## config.mk

```make
export PLATFORM = sky130hd
export DESIGN_NAME = stack_unit
export DESIGN_NICKNAME = d
export VERILOG_FILES = /design/src/rtl/stack_unit.sv
export SDC_FILE = /design/constraint.sdc
export NUM_CORES = 1
export LEC_CHECK = 0
export CAP_MARGIN = 25
export CORE_ASPECT_RATIO = 2
export CORE_UTILIZATION = 45
export CTS_CLUSTER_SIZE = 30
export DETAILED_ROUTE_END_ITERATION = 16
export HOLD_SLACK_MARGIN = 0.15
export PLACE_DENSITY_LB_ADDON = 0.05
export SLEW_MARGIN = 20
export SYNTH_ARGS = -nofsm -noshare
export SYNTH_HDL_FRONTEND = slang
export SYNTH_SLANG_ARGS = --single-unit
```

## constraint.sdc

```tcl
create_clock -name clk -period 5.6 [get_ports clk]
set_clock_uncertainty 0.2 [all_clocks]
set_input_delay 1.12 -clock clk [delete_from_list [all_inputs] [get_ports clk]]
set_output_delay 1.12 -clock clk [all_outputs]
set_load 0.05 [all_outputs]
```

## src/rtl/stack_unit.sv

```systemverilog
// LIFO stack with registered top-of-stack and one-cycle popped-word return; sticky over/underflow flags.
// Optional high-water-mark output enabled by defining STACK_HWM_EN.
module stack_unit #(
  parameter int WIDTH = 16,
  parameter int PTR_W = 5,
  parameter int DEPTH = 31
) (
  input  logic             clk,
  input  logic             rst,
  input  logic             clr,
  input  logic             push,
  input  logic             pop,
  input  logic [WIDTH-1:0] din,
  output logic [WIDTH-1:0] dout,
  output logic             dout_vld,
  output logic [WIDTH-1:0] top,
  output logic [PTR_W-1:0] pos,
  output logic             empty,
  output logic             full,
  output logic             ovf,
`ifdef STACK_HWM_EN
  output logic             udf,
  output logic [PTR_W-1:0] hwm
`else
  output logic             udf
`endif
);

  localparam logic [PTR_W-1:0] PTR_ONE   = PTR_W'(1);
  localparam logic [PTR_W-1:0] PTR_TWO   = PTR_W'(2);
  localparam logic [PTR_W-1:0] PTR_DEPTH = PTR_W'(DEPTH);

  logic [WIDTH-1:0] mem [0:DEPTH-1];

  logic [PTR_W-1:0] pos_next;
  logic [WIDTH-1:0] top_next;
  logic [WIDTH-1:0] dout_next;
  logic             vld_next;
  logic             ovf_next;
  logic             udf_next;
  logic             wr_en;
  logic [PTR_W-1:0] wr_idx;

  assign empty = (pos == '0);
  assign full  = (pos == PTR_DEPTH);

  always_comb begin
    pos_next  = pos;
    top_next  = top;
    dout_next = dout;
    vld_next  = 1'b0;
    ovf_next  = ovf;
    udf_next  = udf;
    wr_en     = 1'b0;
    wr_idx    = pos;
    if (clr) begin
      pos_next = '0;
      top_next = '0;
      ovf_next = 1'b0;
      udf_next = 1'b0;
    end else if (push && pop) begin
      if (empty) begin
        wr_en    = 1'b1;
        wr_idx   = '0;
        pos_next = PTR_ONE;
        top_next = din;
        udf_next = 1'b1;
      end else begin
        // Replace: top register always mirrors mem[pos-1], so it is the outgoing word.
        dout_next = top;
        vld_next  = 1'b1;
        wr_en     = 1'b1;
        wr_idx    = pos - PTR_ONE;
        top_next  = din;
      end
    end else if (push) begin
      if (full) begin
        ovf_next = 1'b1;
      end else begin
        wr_en    = 1'b1;
        wr_idx   = pos;
        pos_next = pos + PTR_ONE;
        top_next = din;
      end
    end else if (pop) begin
      if (empty) begin
        udf_next = 1'b1;
      end else begin
        dout_next = top;
        vld_next  = 1'b1;
        pos_next  = pos - PTR_ONE;
        top_next  = (pos >= PTR_TWO) ? mem[pos - PTR_TWO] : '0;
      end
    end
  end

  always_ff @(posedge clk) begin
    if (wr_en) mem[wr_idx] <= din;
  end

  always_ff @(posedge clk or negedge rst) begin
    if (!rst) begin
      pos      <= '0;
      top      <= '0;
      dout     <= '0;
      dout_vld <= 1'b0;
      ovf      <= 1'b0;
      udf      <= 1'b0;
    end else begin
      pos      <= pos_next;
      top      <= top_next;
      dout     <= dout_next;
      dout_vld <= vld_next;
      ovf      <= ovf_next;
      udf      <= udf_next;
    end
  end

`ifdef STACK_HWM_EN
  always_ff @(posedge clk or negedge rst) begin
    if (!rst) begin
      hwm <= '0;
    end else if (clr) begin
      hwm <= '0;
    end else if (pos_next > hwm) begin
      hwm <= pos_next;
    end
  end
`endif

endmodule
```

# Word level (Yosys, flattened, before mapping)
# Memories as Yosys holds them, arrays and structs flattened.
# Index checks and enable logic that the tools add are counted.
# word_totals
mem_bits_rw	496
n_memories	1
input_bits	21
output_inout_bits	42
word_cells	72
reg_bits	40
# op_classes
bitwise	1
muxes	41
magnitude_cmp	1
addsub	3
reduce_logical	12
eq_ne	7
# memory_table
name	depth	word_bits	read_ports	rd_clocked_by_memory_dff	wr	line	source
mem	31	16	1	0	1	33	logic [WIDTH-1:0] mem [0:DEPTH-1];
# op_table
op	n
$mux W16	11
$mux W5	10
$mux W1	20
$reduce_and A3 Y1	3
$ne A4 B3 Y1 const B	2
$reduce_bool A2 Y1	3
$add A5 B1 Y5 const B	1
$eq A5 B5 Y1 const B	1
$ge A5 B2 Y1 const B	1
$logic_not A5 Y1	1
$sub A5 B1 Y5 const B	1
$sub A5 B2 Y5 const B	1
$reduce_and A4 Y1	1
$reduce_bool A4 Y1	1
$ne A3 B2 Y1 const B	1
$ne A3 B3 Y1 const B	1
$reduce_bool A3 Y1	1
$ne A2 B1 Y1 const B	1
$ne A2 B2 Y1 const B	1
$reduce_and A2 Y1	1
$logic_and A1 B1 Y1	1
$not A1 Y1	1

# Logic depth before layout (Yosys ltp)
# Gate-level depths: netlist of run 1.
# An unclocked memory read counts as a cell.
# logic_depth
depth_word	8
mapped_depth	13
mapped_depth_nobuf	8

# Least setup slack after synthesis of run 1
# No wires, ideal clock.
# synth_timing
path_type	register -> register
start	register pos[0]
end	memory mem[30][0] (enable)
setup_ns	0.409
t_required_ns	4.991
slack_ns	0.782
n_path_buf	4
period_less_slack_ns	4.818
path_stages_with_launch	13
arrival_ns	4.208
cell_sequence	dfrtp_1 buf_6 buf_6 buf_2 inv_2 buf_1 ha_1 or4b_4 inv_2 o21ai_0 a21boi_1 nand2_1 nor3_1
# synth_between
word_cells_on_any_way	12
cone_classes	1 x add/sub; 1 x eq/ne; 9 x mux; 1 x reduce/logical
# synth_rtl
element	line	source
from (decl)	17	output logic [PTR_W-1:0] pos,
from (signal assigned)	110	pos <= pos_next;
$logic_not A5 Y1	44	assign empty = (pos == '0);
via empty	18	output logic empty,
$mux W5	62	if (empty) begin
$mux W5	61	end else if (push && pop) begin
$mux W5	56	if (clr) begin
to (decl)	33	
# The timed path passes the listed nets, and every way through them passes these cells.

# Worst setup path after layout of run 1
# layout_timing
start	register pos[1]
end	output empty
# layout_between
elab_chain_cells	1
# layout_rtl
element	line
$logic_not A5 Y1	44
to (decl)	18
# Every way passes these cells.

==> results of run 1 <==
==> final timing paths <==
check	start	end	cells after the start	slack [ps]
setup reg to reg	pos[2]$_DFFE_PN0P_	mem[18][7]$_DFFE_PP_	7	1690
hold reg to reg	dout[9]$_DFFE_PN0P_	dout[9]$_DFFE_PN0P_	1	280
min in group asynchronous	rst	dout[11]$_DFFE_PN0P_	1	330
hold / removal	dout[9]$_DFFE_PN0P_	dout[9]$_DFFE_PN0P_	1	280
setup / recovery	pos[1]$_DFFE_PN0P_	empty	5	1160
max in group asynchronous	rst	pos[0]$_DFFE_PN0P_	2	4350
==> kinds of logic (layout without fill, tap and decap cells) <==
family	count (synthesis)	count (layout)	synth area share, %
xor+xnor	4	4	0.1629
simple gates	210	210	4.952
mux	191	191	14.82
fa+ha+maj	8	8	0.4656
flops	536	536	73.93
other cells	0	1	0
compound gates	120	120	4.085
buf+inv	68	223	1.589
==> cell usage after synthesis (4+ instances only) <==
| library cell | n | area (um^2) |
|---|---|---|
| o21ai_0 | 6 | 30.03 |
| nor3b_2 | 10 | 125.1 |
| nor3b_1 | 7 | 52.55 |
| mux2i_1 | 46 | 460.4 |
| a22o_1 | 15 | 131.4 |
| nor3_2 | 10 | 100.1 |
| nor2b_1 | 4 | 25.02 |
| clkbuf_1 | 23 | 86.33 |
| xnor2_1 | 4 | 35.03 |
| nand2b_1 | 7 | 43.79 |
| mux2_2 | 39 | 439.2 |
| inv_1 | 6 | 22.52 |
| buf_2 | 27 | 135.1 |
| mux4_2 | 97 | 2185 |
| nor2_1 | 68 | 255.2 |
| a221oi_1 | 17 | 148.9 |
| nand2_1 | 78 | 292.8 |
| a211oi_1 | 4 | 30.03 |
| o31ai_1 | 17 | 127.6 |
| ha_1 | 8 | 100.1 |
| nor3_1 | 13 | 65.06 |
| o22ai_1 | 17 | 106.4 |
| edfxtp_1 | 496 | 14890 |
| mux2_1 | 9 | 101.4 |
| a21oi_1 | 23 | 115.1 |
| buf_6 | 4 | 45.04 |
| dfrtp_1 | 40 | 1001 |
==> layer usage <==
metal,track usage [%],up-vias
met5,0,-
met4,11.07,0
met1,28.51,5748
li1,-,4833
met3,2.535,73
met2,42.95,281
==> state kept, by name, indices dropped and copies added (netlist names) <==
register / cells
dout: 16
dout_vld: 1
mem: 496
ovf: 1
pos: 5
top: 16
udf: 1
==> layout make-up <==
class	count	area [um^2]	share of cell area, %
well taps	632	790.8	3.198
clock inverters	34	309.0	1.250
diodes	1	2.502	0.01012
flip-flops and latches	536	15900	64.32
inverters	8	30.03	0.1214
repair buffers	128	1164	4.706
multi-input cells	533	5329	21.55
clock buffers	53	1199	4.848
==> metrics by stage <==
step                      worst slack, ps  utilization, %
after floorplan                     782.4               -
after global placement              959.2           48.91
after detailed placement            967.7           48.94
after CTS                            1118           52.13
after global routing                 1058           52.20
final                                1165           52.20
==> power breakdown <==
part           total (mW)  switching (mW)  internal, mW
Combinational        2.92            1.80          1.11
Sequential           4.66           0.126          4.53
Clock                3.21            1.43          1.78
==> results.toml, run 1 <==
[grt]
grt_remaining_overflow = 0
grt_antenna_before_repair = 0
grt_max_degree = 125
grt_usage_pct = 23.94
grt_pass1_vias = 11197
grt_pass1_wl_um = 80540

[setup_path]
crit_path_top_delay_cell = "clkdlybuf4s50_1"
path_cells = "inv_1, ha_1, or4b_4, inv_2, clkdlybuf4s50_1"
cp.required_ps = 4280
worst_setup_path_start_kind = "flip-flop"
arrival_ps = 3120
path_buf_inv = 3
crit_path_end_kind = "primary output"
path_max_fanout = 6
critPathKind = "flip-flop to primary output"
critPathTopFamily = "buffers and inverters"
cpPeakStageDelay_ps = 820

[clock_tree]
clk_latency_ps = 570
cts_buffer_depth = 3
post_cts_buffers = 0
cts_sinks = 536
cts.htree.levels = 2
ctsHoldBuffers = 0
ctsResizeCount = 0
root_buffer = "clkbuf_16"
clkTransAtPathRegs_ps = 70
cts_tree = "done"
numCtsBuffers = 47

[synth]
synth_ff_type = "edfxtp_1"
synth_edf_count = 496
syn_area_per_cell_um2 = 18.91
yosysUniqueCellTypes = 56
syn_inst = 1137
yosysSeqAreaShare_pct = 73.93
synth_area_mm2 = 0.02150
async_reset_ff_share_pct = 7.463
ys_ff_latch = 536
synth_nets = 1166
ys_warn_count = 0

[timing]
hold_viol_final = 0
fmax_ghz = 0.2255
drv_slew = 0
worst_pin_slew_ps = 995.0
slew_headroom_pct = 33.46
period_minus_slack_ps = 4435
holdWs_ps = 283.9
setup_viol = 0
finalSetupTns_ps = 0
fin_crit_sh_pct = 79.20
rsz0062_at_grt = "false"

[power_and_ir_drop]
p_per_area_mw_per_mm2 = 436.2
vdd_ir_drop_max_v = 0.0002904
p_leak_nw = 8.113
finalPower_mw = 10.78

[routing]
vias = 10935
dr.pass1.iters = 5
dr_wl_met2_um = 30670
wl_per_cell_um = 29.24
vias_per_cell = 5.681
met3WireLength_um = 1886
wirelength_um = 56300
ant_nets = 0
drt-initial-drc-count = 620
drc = 0
top_layer_used = "met4"
wl_met1_um = 21150

[placed_design]
dp_hpwl_um = 36350
gp_congestion = 0.8389
placed_cell_area_mm2 = 0.02318
io_buffers = 62
dp_cells = 1835

[flow_run]
drv_cap = 0

[floorplan]
die_x_um = 156.6
core_mm2 = 0.04736
io_pins = 63
die_area_mm2 = 0.04871
placementRows = 113
dieHeight_um = 311.1
initial_utilization_pct = 45.39

[layout]
design_area_mm2 = 0.02473
layout-drive-gt1-share_pct = 24.77
nNetsFinal = 1283
final_common_cell = "edfxtp_1"
instances_no_fill = 1925
n_fill_cell = 3846
synthToLayoutAreaGrowth_pct = 15.00
layout_common_cells = "edfxtp_1 (496), mux4_2 (97), nand2_1 (78), buf_4 (62), clkdlybuf4s50_1 (61)"

[run_status]
run_status = "finished, final reports clean"

[worst_hold_path]
hp-class = "flip-flop to flip-flop"
Note: power is estimated with default switching activity, not from simulation.
==> inputs of run 2 (changes only) <==
clock period = 4.4 ns   (was 5.6 ns; I/O delays follow)
==> run 2 against run 1 <==
  * Final area increased by 0.16%
  * First-iteration DRC count up 11%
  * Setup slack worse by 950 ps
  * Global-route usage up 0.34 points
  * Count of clock-buffer cells in the layout unchanged
  * Routed wire length is 0.79% higher
  * Power up 27%
  * Combinational power is 28% higher
  * Die area is the same
  * Utilization grew 0.084 points
  * Worst hold slack got worse by 0.97 ps
  * Flip-flop and latch count stayed put
  * Critical endpoint unchanged
==> results.toml, run 2 (synthesized netlist as in run 1, its figures left out) <==
[layout]
layout_common_cells = "edfxtp_1 (496), mux4_2 (97), nand2_1 (78), buf_4 (68), clkdlybuf4s50_1 (61)"
layout-drive-gt1-share_pct = 25.31
largest_reg_flops = 496
nNetsFinal = 1291
design_area_mm2 = 0.02477
final_common_cell = "edfxtp_1"
largest_register = "mem"
antenna_cells = 0
fin_util_pct = 52.29
n_fill_cell = 3853
instances_no_fill = 1932
reg.largest.list = "mem: 496 flops, dout: 16 flops, top: 16 flops"
synthToLayoutAreaGrowth_pct = 15.19

[setup_path]
worst_setup_path_start_kind = "flip-flop"
critPathKind = "flip-flop to primary output"
cpPeakStageDelay_ps = 850
path_cells = "inv_1, ha_1, or4b_4, inv_2, clkdlybuf4s50_1"
crit_path_top_delay_cell = "clkdlybuf4s50_1"
arrival_ps = 3110
path_max_fanout = 6
path_buf_inv = 3
critPathTopFamily = "buffers and inverters"
crit_path_end_kind = "primary output"
cp.required_ps = 3320

[run_status]
run_status = "finished, final reports clean"

[clock_tree]
cts_tree = "done"
ctsHoldBuffers = 0
ctsResizeCount = 0
cts_buffer_depth = 3
cts.htree.levels = 2
clkTransAtPathRegs_ps = 60
root_buffer = "clkbuf_16"
cts_sinks = 536
numCtsBuffers = 47
post_cts_buffers = 0
clk_latency_ps = 580

[timing]
fin_crit_sh_pct = 95.23
setup_viol = 0
holdWs_ps = 283.0
fmax_ghz = 0.2387
period_minus_slack_ps = 4190
finalSetupTns_ps = 0
slew_headroom_pct = 31.67
hold_viol_final = 0
worst_pin_slew_ps = 1022
rsz0062_at_grt = "false"
drv_slew = 0

[power_and_ir_drop]
p_seq_share_pct = 43.2
power_switching_mw = 4.305
vdd_ir_drop_max_v = 0.0003933
p_int_mw = 9.375
p_comb_share_pct = 27.3
pwr-share-clk_pct = 29.5
p_leak_nw = 8.161
p_sw_share_pct = 31.47
p_per_area_mw_per_mm2 = 552.4

[floorplan]
placementRows = 113
core_mm2 = 0.04736
die_x_um = 156.6
die_area_mm2 = 0.04871
initial_utilization_pct = 45.39
dieHeight_um = 311.1
io_pins = 63

[grt]
grt_pass1_vias = 11477
grt_usage_pct = 24.28
grt_remaining_overflow = 0
grt_antenna_before_repair = 0
grt_max_degree = 61
grt_pass1_wl_um = 81600

[placed_design]
gp_congestion = 0.8412
dp_hpwl_um = 37530
placed_cell_area_mm2 = 0.02323
dp_cells = 1842
io_buffers = 62

[routing]
dr.pass1.iters = 7
drc = 0
drt-initial-drc-count = 686
wl_per_cell_um = 29.37
vias = 10997
ant_nets = 0
wirelength_um = 56740
vias_per_cell = 5.692

[flow_run]
drv_cap = 0

[worst_hold_path]
hp-class = "flip-flop to flip-flop"
-- run 2: cell types whose count changed in the layout (fill, tap and decap cells not counted), moves of 2 or more --
| cell | change |
|---|---|
| clkinvlp_4 | -2 |
| bufinv_16 | -2 |
| clkinv_2 | +6 |
| buf_4 | +6 |
| buf_12 | +2 |
-- run 2: per-stage QoR --
step           power, mW  setup WS, ps
2_1_floorplan      8.419         9.103
3_3_place_gp       9.775         658.2
3_5_place_dp       9.801         631.1
4_1_cts            13.82         180.9
5_1_grt            14.15         122.9
6_report           13.68         209.8
-- run 2: area by class of cell --
class	instances	area, um^2	area share [%]
sequential	536	15900	64.21
multi-input combinational	533	5329	21.52
timing repair buffer	136	1231	4.971
clock buffer	53	1220	4.926
tap	632	790.8	3.193
clock inverter	34	262.8	1.061
inverter	8	30.03	0.1212
-- run 2: final timing paths --
kind / start / to / slack (ps) / cells after the start
max in group asynchronous: rst / dout[5]$_DFFE_PN0P_ / 3030 / 3
max: pos[1]$_DFFE_PN0P_ / empty / 210 / 5
min: dout[13]$_DFFE_PN0P_ / dout[13]$_DFFE_PN0P_ / 280 / 1
min in group asynchronous: rst / top[13]$_DFFE_PN0P_ / 510 / 2
max reg2reg: pos[1]$_DFFE_PN0P_ / mem[0][0]$_DFFE_PP_ / 920 / 9
min reg2reg: dout[13]$_DFFE_PN0P_ / dout[13]$_DFFE_PN0P_ / 280 / 1
-- run 2: power by group through the flow --
stage                     Sequential [mW]  Combinational, mW  Clock [mW]
after floorplan                      6.43               1.99           0
after global placement               6.02               3.75           0
after detailed placement             6.03               3.77           0
after CTS                            5.92               3.77        4.13
after global routing                 5.94               3.91        4.30
final                                5.92               3.73        4.03
-- run 2: worst register-to-register path, stage by stage, from the launching register on --
cell      delay, ps
dfrtp_4         490
inv_1           230
ha_1            280
or4b_4          540
inv_2           150
o21ai_0          90
a21boi_1        200
nand2_1         370
nor2_1          340
buf_4           280
-- run 2: metal layers --
layer | share of wire [%] | vias up | global-route usage [%]
met5 | 0 | - | 0
met4 | 4.5 | 0 | 10.83
met2 | 54 | 288 | 43.62
li1 | - | 4840 | -
met3 | 3.8 | 98 | 3.231
met1 | 38 | 5771 | 28.57
